### src/rtl/msb_batch_ctrl.sv
`default_nettype none
// ============================================================================
// Module   : msb_batch_ctrl
// Brief    : Runs the MSB engine over COUNT testmem words (port 1), writing
//            each result to a destination region. Optional PERF counter is
//            enabled with `define MSB_BATCH_PERF_EN.
// Revision : 1.0 - initial release
// ============================================================================
module msb_batch_ctrl #(
    parameter int ADDR_W = 10,
    parameter int DAT_W  = 32,
    parameter int CNT_W  = 11
) (
    input  logic              clk_gen,
    input  logic              srst,
    input  logic              cfg_we_i,
    input  logic              cfg_re_i,
    input  logic [2:0]        cfg_addr_i,
    input  logic [DAT_W-1:0]  cfg_wdata_i,
    output logic              cfg_resp_o,
    output logic [DAT_W-1:0]  cfg_rdata_o,
    output logic              mem_we_o,
    output logic [ADDR_W-1:0] mem_addr_o,
    output logic [DAT_W-1:0]  mem_wdata_o,
    input  logic [DAT_W-1:0]  mem_rdata_i,
    output logic              eng_start_o,
    output logic [DAT_W-1:0]  eng_arg_o,
    input  logic              eng_done_i,
    input  logic [DAT_W-1:0]  eng_res_i,
    output logic              busy_o
);

    localparam logic [2:0] c_REG_CTRL  = 3'd0;
    localparam logic [2:0] c_REG_SRC   = 3'd1;
    localparam logic [2:0] c_REG_DST   = 3'd2;
    localparam logic [2:0] c_REG_COUNT = 3'd3;
    localparam logic [2:0] c_REG_PERF  = 3'd4;

    typedef enum logic [2:0] {
        S_IDLE  = 3'd0,
        S_RD    = 3'd1,
        S_RWAIT = 3'd2,
        S_EXEC  = 3'd3,
        S_EWAIT = 3'd4,
        S_WR    = 3'd5
    } state_t;

    state_t            r_state;
    state_t            w_state_nxt;

    logic [ADDR_W-1:0] r_src;
    logic [ADDR_W-1:0] r_dst;
    logic [CNT_W-1:0]  r_count;
    logic [CNT_W-1:0]  r_idx;
    logic [DAT_W-1:0]  r_arg;
    logic [DAT_W-1:0]  r_res;
    logic [DAT_W-1:0]  r_rdata;
    logic              r_done;
    logic              r_aborted;
    logic              r_resp;

    logic              w_busy;
    logic              w_ctrl_wr;
    logic              w_start;
    logic              w_abort;
    logic              w_clr;
    logic              w_last;
    logic [ADDR_W-1:0] w_idx_a;
    logic [CNT_W-1:0]  w_idx_inc;
    logic [DAT_W-1:0]  w_rdata;
    logic              w_unused;

    assign w_busy    = (r_state != S_IDLE);
    assign w_ctrl_wr = cfg_we_i && (cfg_addr_i == c_REG_CTRL);
    assign w_start   = w_ctrl_wr && cfg_wdata_i[0] && !w_busy;
    assign w_abort   = w_ctrl_wr && cfg_wdata_i[1] && w_busy;
    assign w_clr     = w_ctrl_wr && cfg_wdata_i[2] && !w_busy;
    assign w_idx_a   = ADDR_W'(r_idx);
    assign w_idx_inc = r_idx + CNT_W'(1);
    assign w_last    = (w_idx_inc == r_count);
    assign w_unused  = ^cfg_wdata_i[DAT_W-1:CNT_W];

    always_ff @(posedge clk_gen) begin
        if (srst) begin
            r_state <= S_IDLE;
        end else begin
            r_state <= w_state_nxt;
        end
    end

    always_comb begin
        w_state_nxt = r_state;
        eng_start_o = 1'b0;
        mem_we_o    = 1'b0;
        mem_addr_o  = '0;
        case (r_state)
            S_IDLE: begin
                if (w_start && (r_count != '0)) begin
                    w_state_nxt = S_RD;
                end
            end
            S_RD: begin
                mem_addr_o  = r_src + w_idx_a;
                w_state_nxt = S_RWAIT;
            end
            S_RWAIT: begin
                w_state_nxt = S_EXEC;
            end
            S_EXEC: begin
                eng_start_o = 1'b1;
                w_state_nxt = S_EWAIT;
            end
            S_EWAIT: begin
                if (eng_done_i) begin
                    w_state_nxt = S_WR;
                end
            end
            S_WR: begin
                mem_we_o    = 1'b1;
                mem_addr_o  = r_dst + w_idx_a;
                w_state_nxt = w_last ? S_IDLE : S_RD;
            end
            default: begin
                w_state_nxt = S_IDLE;
            end
        endcase
        // An abort landing on a WR/EXEC cycle must not leak a write or a new engine job
        if (w_abort) begin
            w_state_nxt = S_IDLE;
            mem_we_o    = 1'b0;
            eng_start_o = 1'b0;
        end
    end

    always_ff @(posedge clk_gen) begin
        if (srst) begin
            r_src     <= '0;
            r_dst     <= '0;
            r_count   <= '0;
            r_idx     <= '0;
            r_arg     <= '0;
            r_res     <= '0;
            r_done    <= 1'b0;
            r_aborted <= 1'b0;
        end else begin
            if (w_start) begin
                r_idx     <= '0;
                r_aborted <= 1'b0;
                r_done    <= (r_count == '0);
            end else if (w_clr) begin
                r_done    <= 1'b0;
                r_aborted <= 1'b0;
            end

            if (w_abort) begin
                r_aborted <= 1'b1;
                r_done    <= 1'b0;
            end else if (r_state == S_WR) begin
                r_idx <= w_idx_inc;
                if (w_last) begin
                    r_done <= 1'b1;
                end
            end

            if (r_state == S_RWAIT) begin
                r_arg <= mem_rdata_i;
            end
            if ((r_state == S_EWAIT) && eng_done_i) begin
                r_res <= eng_res_i;
            end

            if (cfg_we_i && !w_busy) begin
                case (cfg_addr_i)
                    c_REG_SRC:   r_src   <= cfg_wdata_i[ADDR_W-1:0];
                    c_REG_DST:   r_dst   <= cfg_wdata_i[ADDR_W-1:0];
                    c_REG_COUNT: r_count <= cfg_wdata_i[CNT_W-1:0];
                    default: ;
                endcase
            end
        end
    end

`ifdef MSB_BATCH_PERF_EN
    logic [31:0] r_perf;

    always_ff @(posedge clk_gen) begin
        if (srst) begin
            r_perf <= '0;
        end else if (w_start) begin
            r_perf <= '0;
        end else if (w_busy && (r_perf != 32'hFFFF_FFFF)) begin
            r_perf <= r_perf + 32'd1;
        end
    end
`endif

    always_comb begin
        w_rdata = '0;
        case (cfg_addr_i)
            c_REG_CTRL:  w_rdata = DAT_W'({r_aborted, r_done, w_busy});
            c_REG_SRC:   w_rdata = DAT_W'(r_src);
            c_REG_DST:   w_rdata = DAT_W'(r_dst);
            c_REG_COUNT: w_rdata = DAT_W'(r_count);
`ifdef MSB_BATCH_PERF_EN
            c_REG_PERF:  w_rdata = DAT_W'(r_perf);
`else
            c_REG_PERF:  w_rdata = '0;
`endif
            default:     w_rdata = '0;
        endcase
    end

    always_ff @(posedge clk_gen) begin
        if (srst) begin
            r_resp  <= 1'b0;
            r_rdata <= '0;
        end else begin
            r_resp  <= cfg_re_i;
            r_rdata <= cfg_re_i ? w_rdata : '0;
        end
    end

    assign cfg_resp_o  = r_resp;
    assign cfg_rdata_o = r_rdata;
    assign mem_wdata_o = r_res;
    assign eng_arg_o   = r_arg;
    assign busy_o      = w_busy;

endmodule
`default_nettype wire

### config.mk
export PLATFORM = sky130hd
export DESIGN_NAME = msb_batch_ctrl
export DESIGN_NICKNAME = d
export VERILOG_FILES = /design/src/rtl/msb_batch_ctrl.sv
export SDC_FILE = /design/constraint.sdc
export NUM_CORES = 1
export LEC_CHECK = 0
export ABC_AREA = 0
export BUFFER_PORTS_ARGS = -buffer_cell sky130_fd_sc_hd__buf_2
export CAP_MARGIN = 20
export CORE_ASPECT_RATIO = 0.9
export CORE_UTILIZATION = 40
export CTS_BUF_LIST = sky130_fd_sc_hd__clkbuf_2 sky130_fd_sc_hd__clkbuf_4 sky130_fd_sc_hd__clkbuf_8
export DETAILED_ROUTE_END_ITERATION = 16
export PLACE_DENSITY = 0.67
export SLEW_MARGIN = 15
export SYNTH_ARGS = -nofsm -noshare
export SYNTH_HDL_FRONTEND = slang
export SYNTH_SLANG_ARGS = --single-unit
### constraint.sdc
create_clock -name clk_gen -period 9.25 [get_ports clk_gen]
set_clock_uncertainty 0.05 [all_clocks]
set_input_delay 0.4625 -clock clk_gen [delete_from_list [all_inputs] [get_ports clk_gen]]
set_output_delay 0.4625 -clock clk_gen [all_outputs]
set_load 0.03 [all_outputs]
Yosys cells after proc, flatten, opt, wreduce, memory -nomap -nowiden
Index checks and enable logic that the tools add are counted.

Add/sub/neg operators: 3. Equal/unequal tests: 11. Muxes and demuxes: 20. Bitwise gates (word level): 1. Reduce and logical (&&, ||, !) cells: 23.

Operator list (number): 11-bit one-hot mux with 4 select lines (1); 11-bit two-way mux (3); 10-bit adder (2); 10-bit one-hot mux with 2 select lines (1); 3-bit one-hot mux with 6 select lines (1); 3-bit by 2-bit == test with 1-bit output (second input constant) (4); 1-bit two-way mux (12); 11-bit by 1-bit adder with 11-bit output (second input constant) (1); 11-bit == test (1); 11-bit zero test (1); 11-bit nonzero test (1); 1-bit logical AND (10); 2-bit AND reduction (4); 3-bit by 1-bit == test with 1-bit output (second input constant) (2); 3-bit == test (second input constant) (2); 3-bit zero test (2); 3-bit two-way mux (2); 3-bit nonzero test (2); 2-bit != test (second input constant) (2); 2-bit OR reduction (2); 1-bit zero test (1); 1-bit NOT (1).

Bits in registers: 144. Input port bits: 104. Output and inout bits: 110.

Depth between registers and ports, before layout
Depth after elaboration: 8. Depth in mapped cells: 12. Depth with buffers taken out: 10.

Least setup slack after synthesis
No wires, ideal clock.

Kind: flip-flop to output port. From: register r_state[2]. To: output mem_addr_o[8]. Arrival time: 3504 ps. Setup slack: 5233 ps. Cell stages (with the launch flop): 13. Buffers on the path: 2. Cells stage by stage: dfxtp_1 clkbuf_1 nand3b_1 buf_4 mux2_2 ha_1 fa_1 a21o_1 a21oi_1 o21bai_1 a2111oi_0 nor3_1 nor3_1.

Word-level cells in the longest chain between the ends: 2. Elaborated cells between the ends (all ways): 3. Those cells by class: eq/ne: 2; mux: 1.

RTL lines: start, declared (line 48) `state_t r_state;`; start signal, assigned (line 87) `r_state <= w_state_nxt;`; 3-bit == test / 3-bit by 1-bit == test with 1-bit output (equally long branches) (line 96) `case (r_state)`; 10-bit one-hot mux with 2 select lines * (line 96); end, declared (line 23) `output logic [ADDR_W-1:0] mem_addr_o,`.

Mark *: on every way between the ends. The rest lies on a longest branch, timed or not.

Worst setup path after layout
From: register r_state[0]. To: output mem_addr_o[8].

Same word-level chain as after synthesis.

==> flow_summary.ini <==
[outcome]
status = completed

[cts]
clock-sinks = 123
hold_buffers = 0
numCtsBuffers = 17
clk-insertion-delay-late_ns = 0.43
post_cts_buffers = 0
htreeDepth = 4
cts.path.max_buffers = 2
cts_tree = yes
cts_root_buf = clkbuf_8
cts.clk_slew.worst_paths_ns = 0.07
cts_resized = 0

[drt]
via_count = 4958
totalWireLength_um = 14200
drc_errors = 0
dr.pass1.iters = 5
ant_nets = 0
vias_per_cell = 4.84
drt_iter0_drc = 259
post_drt_wl_per_cell_um = 13.9

[cells_and_area]
final_common_cell = buf_2
final_area_mm2 = 0.00692
mostFrequentLayoutCells = buf_2 (170), nand2_1 (137), dfxtp_1 (123), a21oi_1 (81), nor2_1 (74)
final_net_count = 941
diodes = 0
drive_above_1_share = 0.275
syn2layout_area_growth_pct = 22.9

[pwr]
ir_drop_v = 0.000133
power.density_mw_per_mm2 = 185
leakage_nw = 3.12

[synthesis]
syn-instance-count = 675
synth_top_cell_by_area = dfxtp_1
synthDominantCellAreaShare = 0.437
synth-main-ff-cell = dfxtp_1
yosysUniqueCellTypes = 52
synth-async-reset-ratio = 0
synth_area_leaders = dfxtp_1 (44%), nand2_1 (9.1%), a21oi_1 (7.2%)
synth-edff-count = 0
ys_warn_count = 0
synth_area_mm2 = 0.00563
synth-seq-cells = 123
synth.avg_cell_area_um2 = 8.35
synth_seq_area_share = 0.437

[placed_design]
portBuffers = 171
dp_hpwl_um = 9760
place_congestion = 0.867
dpl_cell_area_mm2 = 0.00649

[floorplanning]
rows = 40
die_h_um = 115
initial_core_util = 0.415
die_w_um = 127
io_pins = 214
coreArea_mm2 = 0.0136
die_area_mm2 = 0.0146

[worst_setup_path]
crit_buf_inv = 1
worstPathArrival_ns = 4.28
timing.critical_path.mode_cell = nor3_1
worstRegToRegCells = 6
worstSetupPathType = reg2out
path_depth = 11
cp-start-kind = flop
critical_path.top_delay_family = compound AO/OA/AOI/OAI gates
crit_slowest_cell = a2111oi_0
required_ns = 8.74
critPathCaptureType = primary output
cp_slowest_stage_delay_ns = 0.57
crit_path_cell_trace = nand3b_1 -> mux2_2 -> ha_1 -> fa_1 -> a21o_1 -> a21oi_1 -> o21bai_1 -> a2111oi_0 -> nor3_1 -> nor3_1 -> buf_2
cp_max_fo = 12

[global_route]
grt_max_degree = 61
grt_overflow = 0
grt_pass1_wl_um = 21900
grt_util_all_layers = 0.193
first_global_vias = 4245
antenna_found_initial = 0

[sta]
maxSlewHeadroom = 0.457
whs_ns = 0.215
rsz0062_at_grt = false
setup_viol = 0
tightest_slew_ns = 0.811
hold_viol_final = 0
fin_tns_setup_ns = 0
drv_slew = 0
min_period_ns = 4.79
period_share = 0.518
timing.fmax_ghz = 0.209

[job]
maxCapViolations = 0

[worst_hold_path]
hold_class = in2reg
hold_path_depth = 3
[registers in the layout, summed over array words and instances, names as in the netlist]
signal,cells
cfg_rdata_o,11
cfg_resp_o,1
eng_arg_o,32
mem_wdata_o,32
r_aborted,1
r_count,11
r_done,1
r_dst,10
r_idx,11
r_src,10
r_state,3
[layout make-up]
type                    instances  area [µm²]
well taps                     189         236
clock inverters                 7         118
clock buffers                  21         283
flip-flops and latches        123        2460
inverters                       7        26.3
multi-input cells             501        2890
fillers                      1395        6640
repair buffers                176         911
[kinds of logic after synthesis]
family	Yosys count	share of synthesized area
AOI/OAI and AO/OA	125	0.129
xor gates and xnor gates	20	0.0311
adders and majority gates	11	0.0258
buffers and inverters	71	0.0640
DFF	123	0.437
muxes	54	0.106
other	1	0.000666
and+or+nand+nor	270	0.206
[per-layer routing]
| layer | share of wire | vias up | track usage | wire, µm |
|---|---|---|---|---|
| met1 | 0.48 | 2249 | 0.260 | 6800 |
| met3 | 0.070 | 11 | 0.0528 | 997 |
| met5 | 0 | - | 0 | 0 |
| li1 | - | 2530 | - | - |
| met4 | 0.011 | 0 | 0.0714 | 154 |
| met2 | 0.44 | 168 | 0.293 | 6260 |
[worst min-delay path, stage by stage]
cell	delay, ns
buf_2	0.09
nand2_1	0.04
a21oi_1	0.05
[path summary, 6_finish.rpt]
check,from,to,slack [ns]
worst max-delay path,r_state[0],mem_addr_o[8],4.46
worst min-delay path,mem_rdata_i[17],eng_arg_o[17],0.22
worst max register to register,r_state[0],r_idx[3],6.70
worst min register to register,mem_wdata_o[1],mem_wdata_o[1],0.40
[cell usage after synthesis, types with 5 or more instances]
master / number
xnor2_1: 11
dfxtp_1: 123
buf_2: 6
mux2_2: 16
a22oi_1: 10
nor3_1: 11
nand2_1: 137
o21ai_0: 13
inv_1: 6
mux2i_1: 35
nand4_1: 6
xor2_1: 9
nor2_1: 74
clkbuf_1: 35
ha_1: 10
and2_1: 5
nor2b_1: 9
a21oi_1: 81
nand3_1: 7
buf_4: 23
[stage by stage]
stage	setup slack (ns)	utilization	instances	total power, mW
global route	4.13	0.510	1024	1.34
detailed placement	4.88	0.479	994	0.795
floorplan	5.23	-	695	0.738
finish	4.46	0.510	1024	1.28
CTS	4.38	0.508	1022	1.29
global placement	4.93	0.479	994	0.792
[power by group]
group / internal [mW] / switching (mW) / leakage, nW
Sequential: 0.555 / 0.0197 / 0.993
Combinational: 0.0697 / 0.145 / 1.92
Clock: 0.285 / 0.203 / 0.207
Note: power is estimated with default switching activity, not from simulation.
